<file path="src/rtl/hazard_ctrl_pkg.sv">
// ---------------------------------------------------------------------------
// hazard_ctrl_pkg
// Shared definitions for the decode-stage hazard controller: opcode map,
// operand read/write-set helpers, the scoreboard entry record and the
// redirect FSM state type.
// Instruction layout: opcode [15:12], rd [11:8], rs [7:4], rt [3:0].
// ---------------------------------------------------------------------------
package hazard_ctrl_pkg;

   localparam int ISIZE = 16;
   localparam int RSIZE = 4;
   localparam int SEL_W = 3;

   localparam logic [3:0] OP_ADD  = 4'h0;
   localparam logic [3:0] OP_SUB  = 4'h1;
   localparam logic [3:0] OP_AND  = 4'h2;
   localparam logic [3:0] OP_OR   = 4'h3;
   localparam logic [3:0] OP_XOR  = 4'h4;
   localparam logic [3:0] OP_ADDI = 4'h5;
   localparam logic [3:0] OP_SHL  = 4'h6;
   localparam logic [3:0] OP_SHR  = 4'h7;
   localparam logic [3:0] OP_LW   = 4'h8;
   localparam logic [3:0] OP_SW   = 4'h9;
   localparam logic [3:0] OP_LI   = 4'hA;
   localparam logic [3:0] OP_LUI  = 4'hB;
   localparam logic [3:0] OP_B    = 4'hC;
   localparam logic [3:0] OP_JAL  = 4'hD;
   localparam logic [3:0] OP_JR   = 4'hE;
   localparam logic [3:0] OP_EXEC = 4'hF;

   typedef struct packed {
      logic             valid;
      logic [RSIZE-1:0] addr;
      logic             is_load;
   } sb_entry_t;

   typedef enum logic {
      ST_IDLE,
      ST_FLUSH
   } redir_state_t;

   function automatic logic reads_rs(input logic [3:0] op);
      return op <= OP_SW;
   endfunction

   function automatic logic reads_rt(input logic [3:0] op);
      return op <= OP_XOR;
   endfunction

   // rd doubles as a source for store data and for register-indirect targets
   function automatic logic reads_rd(input logic [3:0] op);
      return (op == OP_SW) || (op == OP_JR) || (op == OP_EXEC);
   endfunction

   function automatic logic writes_dest(input logic [3:0] op);
      return (op <= OP_LW) || (op == OP_LI) || (op == OP_LUI) || (op == OP_JAL);
   endfunction

   // JAL writes its return address into the fixed link register, not rd
   function automatic logic [RSIZE-1:0] dest_addr(input logic [3:0] op,
                                                  input logic [RSIZE-1:0] rd,
                                                  input logic [RSIZE-1:0] link);
      return (op == OP_JAL) ? link : rd;
   endfunction

   function automatic logic is_redirect_op(input logic [3:0] op, input logic take);
      return (op == OP_JAL) || (op == OP_JR) || (op == OP_EXEC) || ((op == OP_B) && take);
   endfunction

endpackage

</file>
<file path="src/rtl/hazard_ctrl_unit_scoreboard.sv">
// ---------------------------------------------------------------------------
// hazard_scoreboard
// Shift register of in-flight destinations (stage 0 = EX ... last = WB) and
// the nearest-producer match for the three decode operands.
// Ports:
//   i_clk, i_rst            clock, synchronous active-high reset
//   i_push                  entry entering stage 0 this clock
//   i_{rs,rt,rd}_en/_addr   operand is read / its register address
//   o_{rs,rt,rd}_sel        0 = register file, k+1 = forward from stage k
//   o_load_hit              some read operand depends on a load in stage 0
// ---------------------------------------------------------------------------
module hazard_scoreboard
   import hazard_ctrl_pkg::*;
#(
   parameter int FWD_DEPTH = 2
) (
   input  logic             i_clk,
   input  logic             i_rst,
   input  sb_entry_t        i_push,
   input  logic             i_rs_en,
   input  logic [RSIZE-1:0] i_rs_addr,
   input  logic             i_rt_en,
   input  logic [RSIZE-1:0] i_rt_addr,
   input  logic             i_rd_en,
   input  logic [RSIZE-1:0] i_rd_addr,
   output logic [SEL_W-1:0] o_rs_sel,
   output logic [SEL_W-1:0] o_rt_sel,
   output logic [SEL_W-1:0] o_rd_sel,
   output logic             o_load_hit
);

   sb_entry_t [FWD_DEPTH-1:0] r_sb;

   // Entries age one stage per clock; the oldest falls off the end.
   always_ff @(posedge i_clk) begin
      if (i_rst) begin
         r_sb <= '0;
      end else begin
         r_sb[0] <= i_push;
         for (int k = 1; k < FWD_DEPTH; k++) begin
            r_sb[k] <= r_sb[k-1];
         end
      end
   end

   // Searching from the oldest stage toward stage 0 lets the youngest
   // producer overwrite the result. A load still in EX has no data yet, so
   // it is skipped here and handled by the stall instead.
   function automatic logic [SEL_W-1:0] pick(input logic en, input logic [RSIZE-1:0] addr);
      logic [SEL_W-1:0] sel;
      sel = '0;
      if (en && (addr != '0)) begin
         for (int k = FWD_DEPTH - 1; k >= 0; k--) begin
            if (r_sb[k].valid && (r_sb[k].addr == addr) && !((k == 0) && r_sb[k].is_load)) begin
               sel = SEL_W'(k + 1);
            end
         end
      end
      return sel;
   endfunction

   function automatic logic load_hit(input logic en, input logic [RSIZE-1:0] addr);
      return en && (addr != '0) && r_sb[0].valid && r_sb[0].is_load && (r_sb[0].addr == addr);
   endfunction

   // Per-operand forwarding selects and the combined load-use indication.
   always_comb begin
      o_rs_sel   = pick(i_rs_en, i_rs_addr);
      o_rt_sel   = pick(i_rt_en, i_rt_addr);
      o_rd_sel   = pick(i_rd_en, i_rd_addr);
      o_load_hit = load_hit(i_rs_en, i_rs_addr) || load_hit(i_rt_en, i_rt_addr) ||
                   load_hit(i_rd_en, i_rd_addr);
   end

endmodule

</file>
<file path="src/rtl/hazard_ctrl_unit.sv">
// ---------------------------------------------------------------------------
// hazard_ctrl_unit
// Decode-stage hazard control: operand forwarding selects, one-cycle
// load-use stall and a redirect/flush sequencer for taken control transfers.
// Ports:
//   i_clk, i_rst        clock, synchronous active-high reset
//   i_id_valid          decode holds a real instruction
//   i_id_instr          instruction in decode
//   i_id_take           branch condition true (conditional branch only)
//   o_stall             hold PC and IF/ID, bubble into EX
//   o_flush             squash the IF/ID instruction
//   o_redirect          PC takes the branch/jump target this cycle
//   o_fwd_{rs,rt,rd}_sel  0 = register file, k+1 = scoreboard stage k
// ---------------------------------------------------------------------------
module hazard_ctrl_unit
   import hazard_ctrl_pkg::*;
#(
   parameter int               FWD_DEPTH      = 2,
   parameter int               BRANCH_PENALTY = 1,
   parameter logic [RSIZE-1:0] LINK_REG       = 4'd15
) (
   input  logic             i_clk,
   input  logic             i_rst,
   input  logic             i_id_valid,
   input  logic [ISIZE-1:0] i_id_instr,
   input  logic             i_id_take,
   output logic             o_stall,
   output logic             o_flush,
   output logic             o_redirect,
   output logic [SEL_W-1:0] o_fwd_rs_sel,
   output logic [SEL_W-1:0] o_fwd_rt_sel,
   output logic [SEL_W-1:0] o_fwd_rd_sel
);

   logic [3:0]       w_op;
   logic [RSIZE-1:0] w_rd;
   logic [RSIZE-1:0] w_rs;
   logic [RSIZE-1:0] w_rt;
   logic [RSIZE-1:0] w_dest;
   logic             w_flush;
   logic             w_stall;
   logic             w_redirect;
   logic             w_load_hit;
   logic [SEL_W-1:0] w_rs_sel;
   logic [SEL_W-1:0] w_rt_sel;
   logic [SEL_W-1:0] w_rd_sel;
   sb_entry_t        w_push;

   redir_state_t r_state;
   redir_state_t w_next_state;
   logic [1:0]   r_cnt;
   logic [1:0]   w_next_cnt;

   assign w_op   = i_id_instr[15:12];
   assign w_rd   = i_id_instr[11:8];
   assign w_rs   = i_id_instr[7:4];
   assign w_rt   = i_id_instr[3:0];
   assign w_dest = dest_addr(w_op, w_rd, LINK_REG);

   // Only an instruction that really advances into EX leaves a destination
   // behind; stalled, flushed or r0-writing slots become bubbles.
   always_comb begin
      w_push         = '0;
      w_push.valid   = i_id_valid && !w_stall && !w_flush && writes_dest(w_op) && (w_dest != '0);
      w_push.addr    = w_dest;
      w_push.is_load = (w_op == OP_LW);
   end

   hazard_scoreboard #(
      .FWD_DEPTH (FWD_DEPTH)
   ) u_scoreboard (
      .i_clk      (i_clk),
      .i_rst      (i_rst),
      .i_push     (w_push),
      .i_rs_en    (reads_rs(w_op)),
      .i_rs_addr  (w_rs),
      .i_rt_en    (reads_rt(w_op)),
      .i_rt_addr  (w_rt),
      .i_rd_en    (reads_rd(w_op)),
      .i_rd_addr  (w_rd),
      .o_rs_sel   (w_rs_sel),
      .o_rt_sel   (w_rt_sel),
      .o_rd_sel   (w_rd_sel),
      .o_load_hit (w_load_hit)
   );

   // Redirect FSM state register: counter holds remaining flush cycles - 1.
   always_ff @(posedge i_clk) begin
      if (i_rst) begin
         r_state <= ST_IDLE;
         r_cnt   <= '0;
      end else begin
         r_state <= w_next_state;
         r_cnt   <= w_next_cnt;
      end
   end

   // Next state: a redirect opens a flush window of BRANCH_PENALTY cycles.
   always_comb begin
      w_next_state = r_state;
      w_next_cnt   = r_cnt;
      case (r_state)
         ST_IDLE: begin
            if (w_redirect) begin
               w_next_state = ST_FLUSH;
               w_next_cnt   = 2'(BRANCH_PENALTY - 1);
            end
         end
         ST_FLUSH: begin
            if (r_cnt == '0) begin
               w_next_state = ST_IDLE;
            end else begin
               w_next_cnt = r_cnt - 2'd1;
            end
         end
         default: begin
            w_next_state = ST_IDLE;
            w_next_cnt   = '0;
         end
      endcase
   end

   // Outputs: stall outranks redirect, nothing fires inside a flush window,
   // and everything is held low while reset is asserted.
   always_comb begin
      w_flush      = (r_state == ST_FLUSH);
      w_stall      = i_id_valid && !w_flush && w_load_hit;
      w_redirect   = (r_state == ST_IDLE) && i_id_valid && !w_stall &&
                     is_redirect_op(w_op, i_id_take);
      o_stall      = !i_rst && w_stall;
      o_flush      = !i_rst && w_flush;
      o_redirect   = !i_rst && w_redirect;
      o_fwd_rs_sel = i_rst ? '0 : w_rs_sel;
      o_fwd_rt_sel = i_rst ? '0 : w_rt_sel;
      o_fwd_rd_sel = i_rst ? '0 : w_rd_sel;
   end

endmodule

</file>
<file path="config.mk">
export PLATFORM = sky130hd
export DESIGN_NAME = hazard_ctrl_unit
export DESIGN_NICKNAME = d
export VERILOG_FILES = /design/src/rtl/hazard_ctrl_pkg.sv /design/src/rtl/hazard_ctrl_unit_scoreboard.sv /design/src/rtl/hazard_ctrl_unit.sv
export SDC_FILE = /design/constraint.sdc
export NUM_CORES = 1
export LEC_CHECK = 0
export CAP_MARGIN = 20
export CORE_MARGIN = 1
export CORE_UTILIZATION = 50
export CTS_CLUSTER_DIAMETER = 120
export CTS_CLUSTER_SIZE = 40
export DETAILED_ROUTE_END_ITERATION = 16
export HOLD_SLACK_MARGIN = 0.05
export MAX_ROUTING_LAYER = met4
export PLACE_DENSITY = 0.84
export SLEW_MARGIN = 20
export SYNTH_ARGS = -nofsm -noshare
export SYNTH_HDL_FRONTEND = slang
export SYNTH_HIERARCHICAL = 1
export SYNTH_SLANG_ARGS = --single-unit
</file>
<file path="constraint.sdc">
create_clock -name i_clk -period 4.6 [get_ports i_clk]
set_clock_uncertainty 0.15 [all_clocks]
set_input_delay 0.69 -clock i_clk [delete_from_list [all_inputs] [get_ports i_clk]]
set_output_delay 0.69 -clock i_clk [all_outputs]
set_load 0.01 [all_outputs]
</file>
==> impl_results.md <==
- RSZ-0062 raised after global routing: false
- Pwr Density: 205 mW/mm^2
- Number of antenna violations at the first check in global routing: 0
- Period utilization: 94.5%
- Peak VDD IR: 0.173 mV
- Die area: 0.00233 sq mm
- Switching Share: 26.7%
- Post-synth EDFFs: 0
- DRC viols: 0
- Post-synthesis register bit count: 14
- Starting density of the core: 53.9%
- WP buf/inv: 2
- Setup TNS Final: 0 ns
- # resized after CTS: 0
- Die span in y: 48.2 um
- Cells after synthesis: 123
- Placed insts: 176
- H-tree Lvls: 1
- Grt total ovfl: 0
- Reg clk slew, reported paths: 0.08 ns
- Drt initial violations: 11
- Final Hold Fails: 0
- Synthesis-to-layout area growth: 31.4%
- Post-place setup slack: 0.277 ns
- Final antenna-violating net count: 0
- TritonCTS sink count: 14
- Synth Warn #: 6
- Synth cell types: 35
- Rows: 16
- Worst path max stage delay: 0.60 ns
- Layout cell share with drive strength beyond 1: 9.15%
- Die width: 48.2 um
- Primary FF master, synth: dfxtp_1
- Vias in the first global route: 790
- Vias/cell: 5.16
- Final worst slack: 0.253 ns
- # Post-CTS Setup Buffers: 0
- FMAX: 230 MHz
- Share of the synthesized area in the top cell type: 26.2%
- I/O Pins: 32
- Routed len/inst: 12.2 um
- Slew @ Worst Pin: 0.556 ns
- Worst path most repeated cell: clkdlybuf4s50_1
- Crit-path cells: clkdlybuf4s50_1 -> o41ai_1 -> nand2b_1 -> a31oi_1 -> or3b_4 -> or3_1 -> nor2_1 -> clkdlybuf4s50_1
- Clock root cell: clkbuf_4
- CTS buffer count: 3
- Largest net degree at the start of global routing: 27
- Core box area: 0.00198 sq mm
- Reg power frac: 46.0%
- Cell Area, Placed: 0.00137 sq mm
- Max-slew violations: 0
- CTS max path bufs: 2
- WP data required: 3.76 ns
- Drt first pass iters: 4
- Sequential share of the synthesized area: 26.2%
- Cell taking the most area after synthesis: dfxtp_1
- Worst EP arrival: 3.51 ns
- Post-Route WL: 2190 um
- Gate power share: 24.4%
- Final instance area: 0.00140 sq mm
- Port Buffer Count: 28
- WS Path Type: in2out
- Worst Hold Margin: 0.334 ns
- Dominant cells by area after synthesis: dfxtp_1 (26%), xor2_1 (17%), nor2b_1 (13%)
- Largest fanout on the critical path: 5
- Gpl congestion: 0.864
- CP Launch Type: primary input
- Global-route wire length before repair: 3360 um
- Antenna Cells: 0
- Vias: 929
- Hold Path Class: reg2reg
- Max cap viols: 0
- Slowest cell on crit path: o41ai_1
- Switching power total: 0.0771 mW
- CTS tree: built
- Dpl hpwl: 1770 um
- Setup violations, final: 0
- Clock Power Share: 29.6%
- Async SR Flop Fraction: 0%
- Hold_buf cts: 0
- Synthesized area: 0.00107 sq mm
- Fin cells: 180
- CP top delay family: simple AND/OR/NAND/NOR gates
- Rel. slew slack: 62.4%
- LEAKAGE: 0.523 nW
- Average size of a mapped cell: 8.69 sq um
- Power Internal: 0.211 mW
- Final net count: 175
- Final min period: 4.35 ns
- Clock Latency Late Sink: 0.27 ns
- Crit. End Element: output port
- Status: finished clean
- Total track usage: 21.9%
worst register-to-register path: stages (launching register included):
cell and delay [ns]:
dfxtp_1 0.44, xor2_1 0.26, nor4_4 0.09, nand2b_1 0.08, a31oi_1 0.10, or3b_4 0.41, o311ai_0 0.38, a21oi_1 0.11
registers in the layout (all words and copies together) (netlist names):
| signal | cells |
|---|---|
| r_state | 1 |
| r_cnt | 2 |
| u_scoreboard/r_sb | 11 |
power groups by stage:
stage	combinational, mW	clock, mW	sequential, mW
after floorplan	0.0407	0	0.134
after global placement	0.0682	0	0.135
after detailed placement	0.0700	0	0.136
after CTS	0.0705	0.0864	0.133
after global routing	0.0777	0.0964	0.133
final	0.0704	0.0852	0.133
cells in the mapped netlist, drive strengths merged, types with 3 or more instances:
| cell type | number |
|---|---|
| xnor2 | 3 |
| xor2 | 21 |
| nand2b | 8 |
| nor4 | 7 |
| buf | 3 |
| o41ai | 3 |
| dfxtp | 14 |
| nand2 | 5 |
| nor2b | 23 |
| a21oi | 4 |
| nor2 | 6 |
routing by layer:
metal	global-route usage (%)	vias up	wire (um)	share of wire, %
li1	-	482	-	-
met3	3.33	2	80	3.7
met1	27.1	422	999	46
met5	-	-	0	0
met2	35.5	23	1080	49
met4	8.33	0	29	1.3
per-stage QoR:
step / util (%) / power (mW)
after floorplan: - / 0.174
after global placement: 69.0 / 0.203
after detailed placement: 69.0 / 0.206
after CTS: 70.8 / 0.290
after global routing: 70.8 / 0.307
final: 70.8 / 0.288
logic make-up (layout without fill, tap and decap cells):
group | after synthesis | count (layout) | synth area share (%)
buffers and inverters | 7 | 35 | 3.51
AOI/OAI and AO/OA | 14 | 14 | 10.8
DFF | 14 | 14 | 26.2
muxes | 1 | 1 | 0.937
and+or+nand+nor | 61 | 61 | 37.4
xor gates and xnor gates | 24 | 24 | 19.7
other | 1 | 3 | 0.351
adders and majority gates | 1 | 1 | 1.17
cells in the final DEF (no fill, tap or decap), drive strengths merged, types with 2 or more instances in the layout:
master / n
clkdlybuf4s50: 28
nor2b: 23
xor2: 21
dfxtp: 14
nand2b: 8
nor4: 7
nor2: 6
nand2: 5
a21oi: 4
clkbuf: 4
xnor2: 3
conb: 3
o41ai: 3
inv: 2
nand3: 2
o21ai: 2
o311ai: 2
and4: 2
area by class of cell:
| class | count | area (sq um) |
|---|---|---|
| inverters | 2 | 7.51 |
| repair buffers | 29 | 288 |
| fillers | 151 | 578 |
| multi-input cells | 104 | 758 |
| clock buffers | 4 | 36.3 |
| flip-flops and latches | 14 | 280 |
| well taps | 27 | 33.8 |
path summary, 6_finish.rpt:
check	startpoint	to	slack, ns	cells after the start
worst min register to register	u_scoreboard/r_sb[5]	u_scoreboard/r_sb[11]	0.33	1
worst max register to register	u_scoreboard/r_sb[1]	r_cnt[1]	2.44	7
worst min-delay path	u_scoreboard/r_sb[5]	u_scoreboard/r_sb[11]	0.33	1
worst max-delay path	i_id_instr[0]	o_redirect	0.25	8
No activity file was read; power rests on OpenSTA's default activity.
